## src/rtl/game_pkg.sv

```systemverilog
// Shared types and defaults for the game sequencer and its pattern loader.
// Latency: n/a (types, constants and a pure function only).
// Backpressure: n/a.
package game_pkg;

    // 3-bit shape codes; NONE and BAD are the two unused encodings.
    typedef enum logic [2:0] {
        SHAPE_NONE = 3'b000,
        SHAPE_T    = 3'b001,
        SHAPE_C    = 3'b010,
        SHAPE_O    = 3'b011,
        SHAPE_D    = 3'b100,
        SHAPE_I    = 3'b101,
        SHAPE_Z    = 3'b110,
        SHAPE_BAD  = 3'b111
    } shape_t;

    typedef enum logic [2:0] {
        IDLE  = 3'd0,
        LOAD  = 3'd1,
        PLAY  = 3'd2,
        GRADE = 3'd3,
        WON   = 3'd4,
        LOST  = 3'd5
    } state_t;

    localparam int DEFAULT_MAX_ROUNDS = 8;

    // Only the six real shapes may be stored in a slot.
    function automatic logic shape_is_valid(input shape_t s);
        return (s != SHAPE_NONE) && (s != SHAPE_BAD);
    endfunction

endpackage

```

## src/rtl/pattern_loader.sv

```systemverilog
// Master-pattern slot register plus per-slot loaded mask.
// Latency: a write is visible on pattern/mask one cycle after enable.
// Backpressure: none; invalid shape codes are dropped silently.
module pattern_loader
    import game_pkg::*;
(
    input  logic        clk,
    input  logic        rst_n,
    input  logic        clear,
    input  logic        enable,
    input  logic [1:0]  slot,
    input  shape_t      shape,
    output logic [11:0] pattern,
    output logic [3:0]  mask
);

    logic [11:0] pattern_q, pattern_d;
    logic [3:0]  mask_q, mask_d;

    // Clear wins over a write; a valid write overwrites the slot and marks it loaded.
    always_comb begin
        pattern_d = pattern_q;
        mask_d    = mask_q;
        if (clear) begin
            pattern_d = '0;
            mask_d    = '0;
        end else if (enable && shape_is_valid(shape)) begin
            case (slot)
                2'd0:    pattern_d[2:0]   = shape;
                2'd1:    pattern_d[5:3]   = shape;
                2'd2:    pattern_d[8:6]   = shape;
                default: pattern_d[11:9]  = shape;
            endcase
            mask_d[slot] = 1'b1;
        end
    end

    // Slot and mask registers.
    always_ff @(posedge clk or negedge rst_n) begin
        if (!rst_n) begin
            pattern_q <= '0;
            mask_q    <= '0;
        end else begin
            pattern_q <= pattern_d;
            mask_q    <= mask_d;
        end
    end

    assign pattern = pattern_q;
    assign mask    = mask_q;

endmodule

```

## src/rtl/game_sequencer.sv

```systemverilog
// Game controller: pattern loading, round play, one-cycle grading, win/lose status.
// Latency: LOAD->PLAY one edge after the mask fills; GRADE lasts exactly one cycle.
// Backpressure: none; requests outside their accepting state are ignored.
module game_sequencer
    import game_pkg::*;
#(
    parameter int MAX_ROUNDS = DEFAULT_MAX_ROUNDS
) (
    input  logic        clock,
    input  logic        reset_L,
    input  logic        startGame,
    input  logic [2:0]  loadShape,
    input  logic [1:0]  shapeLocation,
    input  logic        loadStrobe,
    input  logic        gradeIt,
    input  logic [3:0]  ZnarlyCount,
    input  logic [3:0]  ZoodCount,
    input  logic        GameWon,
    output logic [11:0] masterPattern,
    output logic        loadingShape,
    output logic        ongoingGame,
    output logic        areRoundsLeft,
    output logic        doneGrading,
    output logic [3:0]  roundNumber,
    output logic [3:0]  lastZnarly,
    output logic [3:0]  lastZood,
    output logic        gameOver,
    output logic        won
);

    localparam logic [3:0] MAX_R = 4'(MAX_ROUNDS);

    state_t     state_q, state_d;
    logic [3:0] round_q, round_d;
    logic [3:0] last_znarly_q, last_znarly_d;
    logic [3:0] last_zood_q, last_zood_d;
    logic       loader_clear;
    logic       loader_en;
    logic [3:0] slot_mask;

    pattern_loader u_loader (
        .clk     (clock),
        .rst_n   (reset_L),
        .clear   (loader_clear),
        .enable  (loader_en),
        .slot    (shapeLocation),
        .shape   (shape_t'(loadShape)),
        .pattern (masterPattern),
        .mask    (slot_mask)
    );

    // Next-state, round counter and grade-result latching.
    always_comb begin
        state_d       = state_q;
        round_d       = round_q;
        last_znarly_d = last_znarly_q;
        last_zood_d   = last_zood_q;
        loader_clear  = 1'b0;
        loader_en     = 1'b0;
        case (state_q)
            IDLE, WON, LOST: begin
                if (startGame) begin
                    state_d       = LOAD;
                    loader_clear  = 1'b1;
                    round_d       = '0;
                    last_znarly_d = '0;
                    last_zood_d   = '0;
                end
            end
            LOAD: begin
                // The mask is registered, so the exit happens on the edge after
                // the fourth distinct slot lands; a strobe on that edge still writes.
                loader_en = loadStrobe;
                if (slot_mask == 4'hF) state_d = PLAY;
            end
            PLAY: begin
                if (gradeIt) state_d = GRADE;
            end
            GRADE: begin
                last_znarly_d = ZnarlyCount;
                last_zood_d   = ZoodCount;
                round_d       = round_q + 4'd1;
                // A win on the final round must still count as a win.
                if (GameWon)               state_d = WON;
                else if (round_d == MAX_R) state_d = LOST;
                else                       state_d = PLAY;
            end
            default: state_d = IDLE;
        endcase
    end

    // State, round and result registers.
    always_ff @(posedge clock or negedge reset_L) begin
        if (!reset_L) begin
            state_q       <= IDLE;
            round_q       <= '0;
            last_znarly_q <= '0;
            last_zood_q   <= '0;
        end else begin
            state_q       <= state_d;
            round_q       <= round_d;
            last_znarly_q <= last_znarly_d;
            last_zood_q   <= last_zood_d;
        end
    end

    assign loadingShape  = (state_q == LOAD);
    assign ongoingGame   = (state_q == PLAY) || (state_q == GRADE);
    assign doneGrading   = (state_q == GRADE);
    assign gameOver      = (state_q == WON) || (state_q == LOST);
    assign won           = (state_q == WON);
    assign roundNumber   = round_q;
    assign lastZnarly    = last_znarly_q;
    assign lastZood      = last_zood_q;
    // Gated by reset so every output reads zero while reset is held.
    assign areRoundsLeft = reset_L && (round_q < MAX_R);

endmodule

```

## config.mk

```make
export PLATFORM = sky130hd
export DESIGN_NAME = game_sequencer
export DESIGN_NICKNAME = d
export VERILOG_FILES = /design/src/rtl/game_pkg.sv /design/src/rtl/pattern_loader.sv /design/src/rtl/game_sequencer.sv
export SDC_FILE = /design/constraint.sdc
export NUM_CORES = 1
export LEC_CHECK = 0
export BUFFER_PORTS_ARGS = -buffer_cell sky130_fd_sc_hd__buf_4
export CAP_MARGIN = 10
export CORE_MARGIN = 2
export CORE_UTILIZATION = 25
export DETAILED_ROUTE_END_ITERATION = 6
export GPL_TIMING_DRIVEN = 0
export SLEW_MARGIN = 25
export SYNTH_ARGS = -nofsm -noshare
export SYNTH_HDL_FRONTEND = slang
export SYNTH_HIERARCHICAL = 1
export SYNTH_SLANG_ARGS = --single-unit
```

## constraint.sdc

```tcl
create_clock -name clock -period 2.9 [get_ports clock]
set_clock_uncertainty 0.1 [all_clocks]
set_input_delay 0.58 -clock clock [delete_from_list [all_inputs] [get_ports clock]]
set_output_delay 0.58 -clock clock [all_outputs]
set_load 0.01 [all_outputs]
```

======== Yosys cells after proc, flatten, opt, wreduce, memory -nomap -nowiden ========
Cells that the tools add are included.
word-level totals
  register bits after elaboration ......... 31
  input bits .............................. 19
  output and inout port bits .............. 30
  logic and storage cells ................. 73
operators by class
  $add $sub $neg .......................... 1
  $lt $le $gt $ge ......................... 3
  equal/unequal tests ..................... 14
  mux-type cells .......................... 23
  bitwise logic cells ..................... 1
  reduce and logical (&&, ||, !) cells .... 22
operators by type and width
  operator               count
  $mux W3                9
  $mux W12               2
  $pmux W4 S2            3
  $mux W4                3
  $pmux W3 S4            1
  $reduce_and A2 Y1      5
  $reduce_bool A2 Y1     5
  $eq A4 B4 Y1 const B   2
  $eq A3 B2 Y1 const B   2
  $eq A3 B3 Y1 const B   2
  $reduce_or A3 Y1       2
  $add A4 B1 Y4 const B  1
  $logic_and A1 B1 Y1    4
  $lt A4 B4 Y1 const B   1
  $mux W1                4
  $ne A2 B1 Y1 const B   2
  $ne A2 B2 Y1 const B   2
  $or A4 B4 Y4           1
  $eq A3 B1 Y1 const B   1
  $logic_not A3 Y1       1
  $lt A2 B3 Y1 const B   1
  $ne A3 B3 Y1 const B   1
  $reduce_and A3 Y1      1
  $reduce_bool A3 Y1     1
  6 further kinds        7

======== Longest topological paths before layout ========
Gate-level depths: netlist (run 1).
  depth after elaboration ................. 7
  mapped depth ............................ 7
  gate-level depth less buffers ........... 6

======== Modules after synthesis ========
Netlist (run 1), hierarchy kept.
by module, submodules not included
  module          instances  cells each  area each (um^2)  sequential area each (um^2)
  pattern_loader  1          78          773.2             400.4
  game_sequencer  1          65          740.7             375.4

======== Least setup slack after synthesis (run 1) ========
OpenSTA, ideal clock, no wires.
  path kind ............................... register to register
  start ................................... register state_q[2]
  end ..................................... register u_loader.pattern_q[10], in the netlist u_loader/pattern[10]
  library setup time ...................... 139 ps
  arrival time ............................ 1581 ps
  required time ........................... 2661 ps
  slack ................................... 1079 ps
  stages on the path, launching flop included .. 7
  buffers on the path ..................... 0
  clock period less this slack ............ 1821 ps
  cell sequence ........................... dfrtp_1 nand2b_1 nor2_1 and2_1 nand2b_1 o311ai_0 o21ai_0
on the way
  cells in the longest elaborated chain, start to end .. 5
  elaborated cells on any way between the ends .. 12
  classes of those cells .................. eq/ne: 4; mux: 3; reduce/logical: 5
RTL lines
  what                                 RTL line               source
  start, declared                      game_sequencer.sv:33   state_t state_q, state_d;
  start signal, assigned               game_sequencer.sv:100  state_q <= state_d;
  $eq A3 B1 Y1                         n/a
  named net loadingShape               game_sequencer.sv:20   output logic loadingShape,
  $mux W1                              game_sequencer.sv:60   case (state_q)
  named net loader_en                  game_sequencer.sv:38   logic loader_en;
  $logic_and A1 B1 Y1                  pattern_loader.sv:27   end else if (enable && shape_is_valid(shape)) begin
  $reduce_bool A2 Y1 (no source line)  n/a
  $reduce_and A2 Y1 (no source line)   n/a
  end signal, assigned                 pattern_loader.sv:44   pattern_q <= pattern_d;
  end, declared                        pattern_loader.sv:17   logic [11:0] pattern_q, pattern_d;
The timed path passes the listed nets, and every way through them passes these cells.
A chain may end at the register's enable or synchronous reset.

======== Final worst setup path (run 1) ========
  start ................................... register state_q[2]
  end ..................................... output doneGrading
on the way
  cells in the longest elaborated chain, start to end .. 1
RTL lines
  what           RTL line               source
  $eq A3 B2 Y1   game_sequencer.sv:109  assign doneGrading = (state_q == GRADE);
  end, declared  game_sequencer.sv:23   output logic doneGrading,
No other way between the ends.

==> impl_results.md, run 1 <==
- RSZ-0062 raised after global routing: no
- Fin. max-slew vios: 0
- Worst-Margin Slew: 0.406 ns
- Worst R2R End: u_loader/pattern[10]$_DFFE_PN0P_
- Met3 Usage GRT: 3.74%
- Port buffer count: 48
- Area after DPL: 1970 µm²
- Fin. Hold Viols: 0
- Met2 usage: 18.8%
- Multi-input logic area: 671 µm²
- Crit path max fanout: 10
- Synth top area cells: dfrtp_1 (51%), a22o_1 (5.8%), nand2_1 (3.7%)
- Max_slew headroom: 72.9%
- Vias per cell: 4.99
- Most frequent cell after synthesis: dfrtp_1
- Post-synth ARST share: 100%
- Die Area: 6690 µm²
- Tmin final: 2.17 ns
- CORE AREA: 5890 µm²
- Kind of critical path: register to output port
- Slack of the worst reg-to-reg path: 0.86 ns
- Post-CTS Hold Buffers: 0
- Drc violations: 0
- Worst reg-to-reg path cell count: 6
- Initial antenna violation count: 0
- Final hold slack: around 0.12 ns
- Initial Utilization: approximately a quarter
- Netlist Area Pre-Place: 1510 µm²
- Top_reg_cell synth: dfrtp_1
- Synth area leader: dfrtp_1
- Synthesized instance count: approximately 140
- Startpoint types: register
- Vias: 1366
- CTS H-tree depth: 2
- Total GRT Usage: 12.3%
- Min-delay worst type: primary input to async pin
- Clk_lat worst skew: between 0.2 and 0.3 ns
- CTS resizes: 0
- Post-route setup TNS: 0 ns
- Tot Pwr: between 1.5 and 2 mW
- ANT cells: 0
- Syn_area_per_cell: 10.6 µm²
- Peak supply drop: 325 µV
- Outcome: completed
- GR Util met1: 15.8%
- Fmax: 462 MHz
- Crit path from: state_q[2]$_DFFE_PN0P_
- CTS tree: built
- Synth cell count leaders: dfrtp_1 (31), nand2_1 (15), a22o_1 (10), nand3_1 (10), inv_1 (8)
- EDFF count, synth: 0
- Routed wire per std cell: 14.0 µm
- Ports: between 40 and 50
- Setup bufs post-CTS: 0
- GP Congestion: 0.802
- Yosys warns: 6
- Register area share after synthesis: between 50% and 60%
- Vias in the first global route: 1320
- Largest net degree at the start of global routing: 33
- Synthesis-stage register bit count: 31
- Gr ovfl total: 0
- DRT antenna net count: 0
- FF/Latch Area: 776 µm²
- Std-Cell Rows: 28
- Layout cell share with drive strength beyond 1: 32.7%
- RR Startpoint: state_q[2]$_DFFE_PN0P_
- First-pass GRT wire length: 6.28 mm
- Die width: 81.8 µm
- Initial DRC Count: between 70 and 80
- Drt first pass iters: 4
- Worst slack, placed: 0.904 ns
- # fillers: 615
- Netlist cell types: 37
- Max-Cap Viols: 0
- CP arrival: ~1.5 ns
- Final wirelength: approximately 3.8 mm
- DP Wirelength: 2.74 mm
- Worst Setup Slack, final: roughly 0.73 ns
- Pleak: 0.989 nW
- Sink Count: 31
- Fin area: about 2100 µm²
- Nets: approximately 220
- Crit path required time: 2.22 ns
- Die Y: 81.8 µm
- Syn_nets: approximately 160
- Synth-to-Final Area Change: 36.6%
- Worst-path clk slew: 0.07 ns
- Tcrit/Tclk final: 74.7%
- PwrDens: 902 nW/µm²
- Max clock buf depth: 2
- # setup viols final: 0
- TritonCTS buffer count: 5
- Top Usage Layer GRT: met2
- Top cell type's share of synthesized area: around half
- Critical Path End Type: output port
- Clock root cell: clkbuf_8
registers in the layout (all words and copies together), names as in the netlist:
name / cells
lastZnarly: 4
lastZood: 4
u_loader/mask: 4
state_q: 3
u_loader/pattern: 12
roundNumber: 4
per-layer routing:
layer	wire length (µm)	share of wire, %
met3	207	5.4
met2	1820	47
met5	0	0
met4	83	2.2
met1	1720	45
worst max-delay path: stages (launching register included):
cell and delay [ns]:
dfrtp_1 0.44, and3b_1 0.25, buf_6 0.13, buf_2 0.22, buf_4 0.16
power breakdown:
group	internal, mW	switching, mW
clock	0.217	0.167
sequential	0.581	0.114
combinational	0.394	0.393
placed cells by master, fill, tap and decap left out, drive strengths merged, types with 2 or more instances in the layout:
master / synthesis / layout
and3: 2 / 2
inv: 8 / 8
nand3: 10 / 10
nand2: 15 / 15
dfrtp: 31 / 31
or3: 2 / 2
o221ai: 4 / 4
nor2: 5 / 5
o32ai: 4 / 4
o21ai: 11 / 11
nor2b: 2 / 2
buf: 5 / 53
a22o: 10 / 10
nand2b: 7 / 7
xnor2: 2 / 2
clkbuf: 0 / 8
o2bb2ai: 2 / 2
o311ai: 8 / 8
kinds of logic after synthesis:
kind of cell	synth area share, %
muxes	0.744
xor gates and xnor gates	1.16
AOI/OAI and AO/OA	24.6
adders and majority gates	0.826
buffers and inverters	4.46
and+or+nand+nor	16.9
DFF	51.2
stage by stage:
step                      std cells  utilization (%)
after detailed placement        266             33.4
after floorplan                 143                -
final                           274             35.1
after global placement          266             33.4
after CTS                       274             35.1
after global routing            274             35.1
worst max-delay path by stage:
stage | depth (start not counted) | endpoint | slack (ns)
global route | 4 | doneGrading | 0.64
global placement | 6 | u_loader/pattern[10]$_DFFE_PN0P_ | 0.92
finish | 4 | doneGrading | 0.73
CTS | 4 | doneGrading | 0.73
floorplan | 6 | u_loader/pattern[10]$_DFFE_PN0P_ | 1.08
detailed placement | 6 | u_loader/pattern[10]$_DFFE_PN0P_ | 0.90
layout make-up:
class | count | share of cell area (%)
well taps | 75 | 4.54
inverters | 8 | 1.45
clock buffers | 8 | 4.84
flip-flops and latches | 31 | 37.5
repair buffers | 48 | 17.4
plain buffers | 5 | 1.81
multi-input cells | 99 | 32.4
Power figures use the tool's default switching activity.
==> inputs of run 2 (changes only) <==
--- a/config.mk
+++ b/config.mk
@@ -5,6 +5,7 @@
 export SDC_FILE = /design/constraint.sdc
 export NUM_CORES = 1
 export LEC_CHECK = 0
+export ABC_AREA = 1
 export BUFFER_PORTS_ARGS = -buffer_cell sky130_fd_sc_hd__buf_4
 export CAP_MARGIN = 10
 export CORE_MARGIN = 2
==> constraint.sdc (replaced) <==
create_clock -name clock -period 1.75 [get_ports clock]
set_clock_uncertainty 0.1 [all_clocks]
set_input_delay 0.35 -clock clock [delete_from_list [all_inputs] [get_ports clock]]
set_output_delay 0.35 -clock clock [all_outputs]
set_load 0.01 [all_outputs]
==> run 2 against run 1 <==
Against the previous run: die area rose by 7.9%; design area is 13% higher; setup slack got worse by 0.67 ns; cell count up 24%; routed wire length grew 6.3%; clock-buffer cell count did not move; register-to-register slack got worse by 0.73 ns.
==> impl_results.md, run 2 <==
- Outcome: completed (unchanged)
- Synthesis-stage register bit count: 31 (unchanged)
- Most frequent cells in the layout: nand2_1 (55), buf_4 (54), dfrtp_1 (28), nand3_1 (23), inv_1 (21) (was buf_4 (48), dfrtp_1 (31), nand2_1 (15), nand3_1 (10), a22o_1 (10))
- Worst path bufs/invs: 2 (was 3)
- ANT cells: 0 (unchanged)
- Delay-heaviest family, CP: flip-flops (was buffers and inverters)
- Vias: 1498 (was 1366)
- Fin. max-slew vios: 0 (unchanged)
- Die Y: 85 µm (was 81.8 µm)
- Vias in the first global route: 1535 (was 1320)
- Slowest CP cell: dfrtp_2 (was dfrtp_1)
- Most common cell after layout, fill and taps aside: nand2_1 (was buf_4)
- Pleak: 1.34 nW (was 0.989 nW)
- Initial DRC Count: 48 (was 76)
- WHS Path Cells: 3
- Crit path required time: 1.30 ns (was 2.22 ns)
- Clk_lat worst skew: 0.27 ns (was 0.29 ns)
- TritonCTS buffer count: 5 (unchanged)
- Clock root cell: clkbuf_8 (unchanged)
- Levels on crit path: 4 (unchanged)
- Nets: 282 (was 218)
- Sink Count: 31 (unchanged)
- Slack of the worst reg-to-reg path: 0.13 ns (was 0.86 ns)
- Ports: 49 (unchanged)
- Synth top area cells: dfrtp_1 (47%), nand2_1 (13%), nand3_1 (7.0%) (was dfrtp_1 (51%), a22o_1 (5.8%), nand2_1 (3.7%))
- Drt first pass iters: 4 (unchanged)
- Syn_area_per_cell: 8.24 µm² (was 10.6 µm²)
- Post-route setup TNS: 0 ns (unchanged)
- RSZ-0062 raised after global routing: yes (was no)
- GP Congestion: 0.767 (was 0.802)
- Fin util: 36.7% (was 35.1%)
- Hold Path End: lastZood[0]$_DFFE_PN0P_
- Top_reg_cell synth: dfrtp_1 (unchanged)
- DP Wirelength: 2.84 mm (was 2.74 mm)
- Area after DPL: 2100 µm² (was 1970 µm²)
- Max-Cap Viols: 0 (unchanged)
- Max clock buf depth: 2 (unchanged)
- Crit path max fanout: 10 (unchanged)
- Worst-path clk slew: 0.07 ns (about the same)
- Drc violations: 0 (unchanged)
- Critical Path End Type: output port (unchanged)
- Gr ovfl total: 0 (unchanged)
- Total GRT Usage: 11.8% (was 12.3%)
- CORE AREA: 6350 µm² (was 5890 µm²)
- Synth cell count leaders: nand2_1 (55), dfrtp_1 (31), nand3_1 (23) (was dfrtp_1 (31), nand2_1 (15), a22o_1 (10), nand3_1 (10), inv_1 (8))
- Routed wire per std cell: 12.0 µm (was 14.0 µm)
- PwrDens: 1470 nW/µm² (was 902 nW/µm²)
- EDFF count, synth: 0 (unchanged)
- Kind of critical path: register to output port (unchanged)
- First-pass GRT wire length: 6.89 mm (was 6.28 mm)
- Die width: 85 µm (was 81.8 µm)
- Peak supply drop: 628 µV (was 325 µV)
- Synth area leader: dfrtp_1 (unchanged)
- Final wirelength: 4.07 mm (was 3.83 mm)
- Synthesized instance count: 199 (was 143)
- Most frequent cell after synthesis: nand2_1 (was dfrtp_1)
- Yosys warns: 6 (unchanged)
- Max_slew headroom: 80.4% (was 72.9%)
- Post-synth ARST share: 100% (unchanged)
- CP max stage delay: 0.43 ns (was 0.44 ns)
- Netlist cell types: 24 (was 37)
- # setup viols final: 0 (unchanged)
- Register area share after synthesis: 47.3% (was 51.2%)
- Hold Crit Start: ZoodCount[0]
- Fin area: 2330 µm² (was 2070 µm²)
- Layout cell share with drive strength beyond 1: 39.2% (was 32.7%)
- Syn_nets: 219 (was 163)
- Initial Utilization: 25.8% (was 25.7%)
- Worst R2R End: u_loader/pattern[0]$_DFFE_PN0P_ (was u_loader/pattern[10]$_DFFE_PN0P_)
- Synth-to-Final Area Change: 41.9% (was 36.6%)
- Startpoint types: register (unchanged)
- Min-delay worst type: primary input to register (was primary input to async pin)
- Die Area: 7230 µm² (was 6690 µm²)
- Largest net degree at the start of global routing: 32 (was 33)
- Std-Cell Rows: 29 (was 28)
- Worst reg-to-reg path cell count: 9 (was 6)
- Largest register FFs: 12 (unchanged)
- Vias per cell: 4.41 (was 4.99)
- Worst-Margin Slew: 0.293 ns (was 0.406 ns)
- Port buffer count: 48 (unchanged)
- CTS H-tree depth: 2 (unchanged)
- Fin. Hold Viols: 0 (unchanged)
- CTS tree: built (unchanged)
- DRT antenna net count: 0 (unchanged)
- Netlist Area Pre-Place: 1640 µm² (was 1510 µm²)
- RR Startpoint: state_q[1]$_DFFE_PN0P_ (was state_q[2]$_DFFE_PN0P_)
- CP arrival: 1.24 ns (was 1.49 ns)
- Tcrit/Tclk final: a little over nine tenths
- Tmin final: ~1.7 ns
- Top cell type's share of synthesized area: 47.3% (was 51.2%)
- CP cell instances: nand2_1 > nor2_4 > buf_6 > buf_4 (was and3b_1 > buf_6 > buf_2 > buf_4)
- Fmax: 592 MHz
- Initial antenna violation count: 0 (unchanged)
-- run 2: cell count changes after synthesis, sizes merged, moves of 4 or more --
| cell | previous run | this run |
|---|---|---|
| nand2 | 15 | 59 |
| nor2 | 5 | 16 |
| o21ai | 11 | 4 |
| a22o | 10 | 0 |
| o311ai | 8 | 0 |
| o32ai | 4 | 0 |
| a21oi | 1 | 7 |
| nand3 | 10 | 27 |
| inv | 8 | 27 |
| o221ai | 4 | 0 |
| nand2b | 7 | 0 |
| nand4 | 1 | 18 |
-- run 2: routing by layer --
layer  routed length (µm)  part of all wire [%]  up-vias  global-route usage, %
met5                    0                     0        -                      0
met2                 1870                    46       36                   19.5
met1                 1910                    47      682                   14.8
li1                     -                     -      774                      -
met3                  251                   6.2        6                   3.79
met4                   41                   1.0        0                   3.03
-- run 2: worst min-delay path: stages --
cell	delay, ns
buf_4	0.07
nand2_1	0.04
nand2_1	0.05
-- run 2: cell families (layout without fill, tap and decap cells) --
kind of cell,Yosys count,in the layout,synth area share [%]
compound gates,11,11,3.81
fa+ha+maj,1,1,0.763
buf+inv,34,98,9.99
flops,31,31,47.3
simple gates,122,122,38.1
-- run 2: power by group --
group	total [mW]	switching, mW	internal, mW
combinational	1.64	0.868	0.769
sequential	1.18	0.207	0.975
clock	0.612	0.253	0.359
-- run 2: stage by stage --
step	power (mW)	worst slack (ns)	hold slack (ns)	instances
final	3.43	0.0596	0.170	340
after global routing	3.74	-0.0354	0.172	340
after CTS	3.33	-0.0373	0.157	336
after detailed placement	2.64	-0.345	0.220	324
after global placement	2.63	-0.316	0.219	324
after floorplan	2.03	0.0362	-0.0456	199
-- run 2: how the worst max path moves through the flow --
stage	slack, ns	endpoint	start
2_1_floorplan	0.04	u_loader/pattern[2]$_DFFE_PN0P_	state_q[1]$_DFFE_PN0P_
3_3_place_gp	-0.32	u_loader/pattern[10]$_DFFE_PN0P_	state_q[0]$_DFFE_PN0P_
3_5_place_dp	-0.34	u_loader/pattern[9]$_DFFE_PN0P_	state_q[1]$_DFFE_PN0P_
4_1_cts	-0.04	u_loader/pattern[5]$_DFFE_PN0P_	state_q[0]$_DFFE_PN0P_
5_1_grt	-0.04	doneGrading	state_q[0]$_DFFE_PN0P_
6_report	0.06	doneGrading	state_q[0]$_DFFE_PN0P_
-- run 2: what timing repair did --
item	4_1_cts	5_1_grt
hold buffers	2	0
gates resized for setup	3	16
buffers inserted	2	4
endpoints found under the setup margin	18	19
gates cloned	0	0
hold endpoints to repair	31	0
pin swaps	1	2
-- run 2: final cells by class --
| type | instances | area (µm²) |
|---|---|---|
| fillers | 682 | 4020 |
| repair buffers | 56 | 435 |
| well taps | 77 | 96.3 |
| flip-flops and latches | 31 | 779 |
| inverters | 27 | 101 |
| plain buffers | 7 | 78.8 |
| clock buffers | 8 | 100 |
| multi-input cells | 134 | 736 |
==> inputs of run 3 (changes only) <==
--- a/config.mk
+++ b/config.mk
@@ -15,5 +15,4 @@
 export SLEW_MARGIN = 25
 export SYNTH_ARGS = -nofsm -noshare
 export SYNTH_HDL_FRONTEND = slang
-export SYNTH_HIERARCHICAL = 1
 export SYNTH_SLANG_ARGS = --single-unit
==> run 3 against run 2 <==
Against the previous run: worst hold slack worse by 0.0056 ns; combinational power is 7% higher; global-route usage decreased by 0.070 points; register-to-register slack better by 0.05 ns; critical path type unchanged; highest routed layer unchanged.
==> impl_results.md, run 3 <==
- Post-synth ARST share: 100% (unchanged)
- Sequential Power Share: 35.6% (was 34.5%)
- First-pass GRT wire length: 6.41 mm (was 6.89 mm)
- Synthesis-stage register bit count: 31 (unchanged)
- Slack of the worst reg-to-reg path: 0.18 ns (was 0.13 ns)
- Clock root cell: clkbuf_8 (unchanged)
- Startpoint types: register (unchanged)
- Synth-to-Final Area Change: 39.1% (was 41.9%)
- Worst-Margin Slew: 0.324 ns (was 0.293 ns)
- Critical Path End Type: output port (unchanged)
- RR Startpoint: state_q[2]$_DFFE_PN0P_ (was state_q[1]$_DFFE_PN0P_)
- GP Congestion: 0.746 (was 0.767)
- EDFF count, synth: 0 (unchanged)
- Std-Cell Rows: 28 (was 29)
- Fmax: 592 MHz (about the same)
- Crit path required time: 1.30 ns (about the same)
- Largest net degree at the start of global routing: 32 (unchanged)
- Layout cell share with drive strength beyond 1: 27.6% (was 39.2%)
- Kind of critical path: register to output port (unchanged)
- ANT cells: 0 (unchanged)
- Tmin final: 1.69 ns (about the same)
- Top_reg_cell synth: dfrtp_1 (unchanged)
- Clk_lat worst skew: 0.28 ns (was 0.27 ns)
- Fin. Hold Viols: 0 (unchanged)
- Largest register FFs: 12 (unchanged)
- Pleak: 1.24 nW (was 1.34 nW)
- Most frequent cells in the layout: nand2_1 (78), buf_4 (51), nand3_1 (30), dfrtp_1 (30), inv_1 (24) (was nand2_1 (55), buf_4 (54), dfrtp_1 (28), nand3_1 (23), inv_1 (21))
- Register area share after synthesis: 50.0% (was 47.3%)
- Pint: 2.10 mW (about the same)
- Die Area: 6860 µm² (was 7230 µm²)
- TritonCTS buffer count: 5 (unchanged)
- Vias per cell: 4.36 (was 4.41)
- Outcome: completed (unchanged)
- Port buffer count: 48 (unchanged)
- Clock Power Share: 15.2% (was 17.8%)
- Hold Path End: lastZnarly[0]$_DFFE_PN0P_ (was lastZood[0]$_DFFE_PN0P_)
- Initial DRC Count: 58 (was 48)
- Comb pwr share: 49.3% (was 47.7%)
- Vias: 1497 (was 1498)
- Synth area leader: dfrtp_1 (unchanged)
- CTS H-tree depth: 2 (unchanged)
- Most frequent cell after synthesis: nand2_1 (unchanged)
- Worst path most repeated cell: buf_4
- WHS Path Cells: 3 (unchanged)
- Die width: 82.8 µm (was 85 µm)
- Net Sw Frac: 41.1% (was 38.7%)
- Netlist Area Pre-Place: 1550 µm² (was 1640 µm²)
- Tcrit/Tclk final: 96.5% (was 96.6%)
- Slowest CP cell: dfrtp_1 (was dfrtp_2)
- Initial Utilization: 26.1% (was 25.8%)
- CP arrival: 1.24 ns (about the same)
- Post-route setup TNS: 0 ns (unchanged)
- Worst R2R End: u_loader.pattern[8]$_DFFE_PN0P_ (was u_loader/pattern[0]$_DFFE_PN0P_)
- Synth cell count leaders: nand2_1 (78), dfrtp_1 (31), nand3_1 (30) (was nand2_1 (55), dfrtp_1 (31), nand3_1 (23))
- CP cell instances: buf_4 > nand2_1 > nor2_4 > buf_6 > buf_4 (was nand2_1 > nor2_4 > buf_6 > buf_4)
- Peak supply drop: 688 µV (was 628 µV)
- Most common cell after layout, fill and taps aside: nand2_1 (unchanged)
- Final wirelength: 3.86 mm (was 4.07 mm)
- Fin. max-slew vios: 0 (unchanged)
- RSZ-0062 raised after global routing: no (was yes)
- Sink Count: 31 (unchanged)
- Synthesized instance count: 207 (was 199)
- Vias in the first global route: 1366 (was 1535)
- Yosys warns: 0 (was 6)
- Max clock buf depth: 2 (unchanged)
- Drc violations: 0 (unchanged)
- CP max stage delay: 0.36 ns (was 0.43 ns)
- CTS tree: built (unchanged)
- Netlist cell types: 18 (was 24)
- Worst-path clk slew: 0.07 ns (about the same)
- Routed wire per std cell: 11.3 µm (was 12.0 µm)
- Max-Cap Viols: 0 (unchanged)
- Net Sw Power: 1.47 mW (was 1.33 mW)
- CORE AREA: 5960 µm² (was 6350 µm²)
- DRT antenna net count: 0 (unchanged)
- Top cell type's share of synthesized area: 50.0% (was 47.3%)
- Synth top area cells: dfrtp_1 (50%), nand2_1 (19%), nand3_1 (9.7%) (was dfrtp_1 (47%), nand2_1 (13%), nand3_1 (7.0%))
- DP Wirelength: 2.76 mm (was 2.84 mm)
- Die Y: 82.8 µm (was 85 µm)
- Hold Crit Start: ZnarlyCount[0] (was ZoodCount[0])
- Worst slack, placed: 0.0699 ns (was -0.345 ns)
- Worst reg-to-reg path cell count: 7 (was 9)
- # fillers: 646 (was 682)
- Min-delay worst type: primary input to register (unchanged)
- Worst Setup Slack, final: 0.0615 ns (was 0.0596 ns)
- Total GRT Usage: 11.7% (was 11.8%)
- Nets: 287 (was 282)
- PwrDens: 1650 nW/µm² (was 1470 nW/µm²)
- Crit path max fanout: 8 (was 10)
- Drt first pass iters: 4 (unchanged)
- Syn_area_per_cell: 7.50 µm² (was 8.24 µm²)
- Initial antenna violation count: 0 (unchanged)
- Max_slew headroom: 78.3% (was 80.4%)
- # setup viols final: 0 (unchanged)
- Syn_nets: 227 (was 219)
- Ports: 49 (unchanged)
- Gr ovfl total: 0 (unchanged)
run 3: cell count changes after synthesis, moves of 3 or more:
cell     delta
nor2_1      +4
inv_1       +3
nand3_2     -3
nand3_1     +7
nand2_1    +23
nand4_1    -11
nand4_2     -4
run 3: logic make-up (layout without fill, tap and decap cells):
group,after synthesis,after routing,synth area share (%)
compound gates,12,12,5.08
simple gates,130,130,34.8
flops,31,31,50.0
buf+inv,33,94,9.35
fa+ha+maj,1,1,0.806
run 3: metal layers:
| metal | global-route usage (%) | wire [µm] | vias up |
|---|---|---|---|
| met2 | 17.8 | 1790 | 30 |
| met1 | 15.4 | 1800 | 698 |
| li1 | - | - | 765 |
| met4 | 4.47 | 54 | 0 |
| met5 | 0 | 0 | - |
| met3 | 3.88 | 215 | 4 |
run 3: repair_timing:
action                     4_1_cts  5_1_grt
cloned                           0        0
buffers inserted                 2        1
pin swaps                        1        2
setup endpoints to repair        1        2
resized for setup                4        2
hold buffers                     2        0
hold endpoints to repair        31        0
run 3: layout make-up:
class                   instances  area (µm²)  share of cell area [%]
flip-flops and latches         31         777                    36.0
multi-input cells             143         637                    29.5
repair buffers                 53         419                    19.4
inverters                      28         105                    4.87
well taps                      75        93.8                    4.35
clock buffers                   7        76.3                    3.53
plain buffers                   5        46.3                    2.14
clock inverters                 1        5.00                   0.232
run 3: per-stage QoR:
step,area [µm²],power (mW),utilization (%),hold WS (ns),std cells
6_report,2160,3.57,36.3,0.164,343
5_1_grt,2160,3.90,36.3,0.161,343
4_1_cts,2150,3.62,36.0,0.152,342
3_5_place_dp,2010,2.99,33.7,0.218,330
3_3_place_gp,2010,2.97,33.7,0.217,330
2_1_floorplan,1550,2.25,-,-0.0456,207
run 3: worst max-delay path by stage:
stage | start | end | slack [ns] | cells after the start
after detailed placement | state_q[0]$_DFFE_PN0P_ | doneGrading | 0.07 | 5
after floorplan | state_q[0]$_DFFE_PN0P_ | doneGrading | 0.34 | 4
final | state_q[0]$_DFFE_PN0P_ | doneGrading | 0.06 | 5
after global placement | state_q[0]$_DFFE_PN0P_ | doneGrading | 0.07 | 5
after CTS | reset_L | areRoundsLeft | 0.04 | 5
after global routing | state_q[0]$_DFFE_PN0P_ | doneGrading | 0.01 | 5
run 3: power by group through the flow:
stage	clock, mW	sequential (mW)	combinational [mW]
after floorplan	0	1.35	0.903
after global placement	0	1.27	1.69
after detailed placement	0	1.28	1.71
after CTS	0.564	1.27	1.79
after global routing	0.598	1.32	1.98
final	0.541	1.27	1.76
run 3: worst max-delay path: cells and delay by family, from the launching register on:
kind	cells	cell delay [ns]
AND/OR/NAND/NOR	2	0.19
buffers and inverters	3	0.41
flip-flops	1	0.36
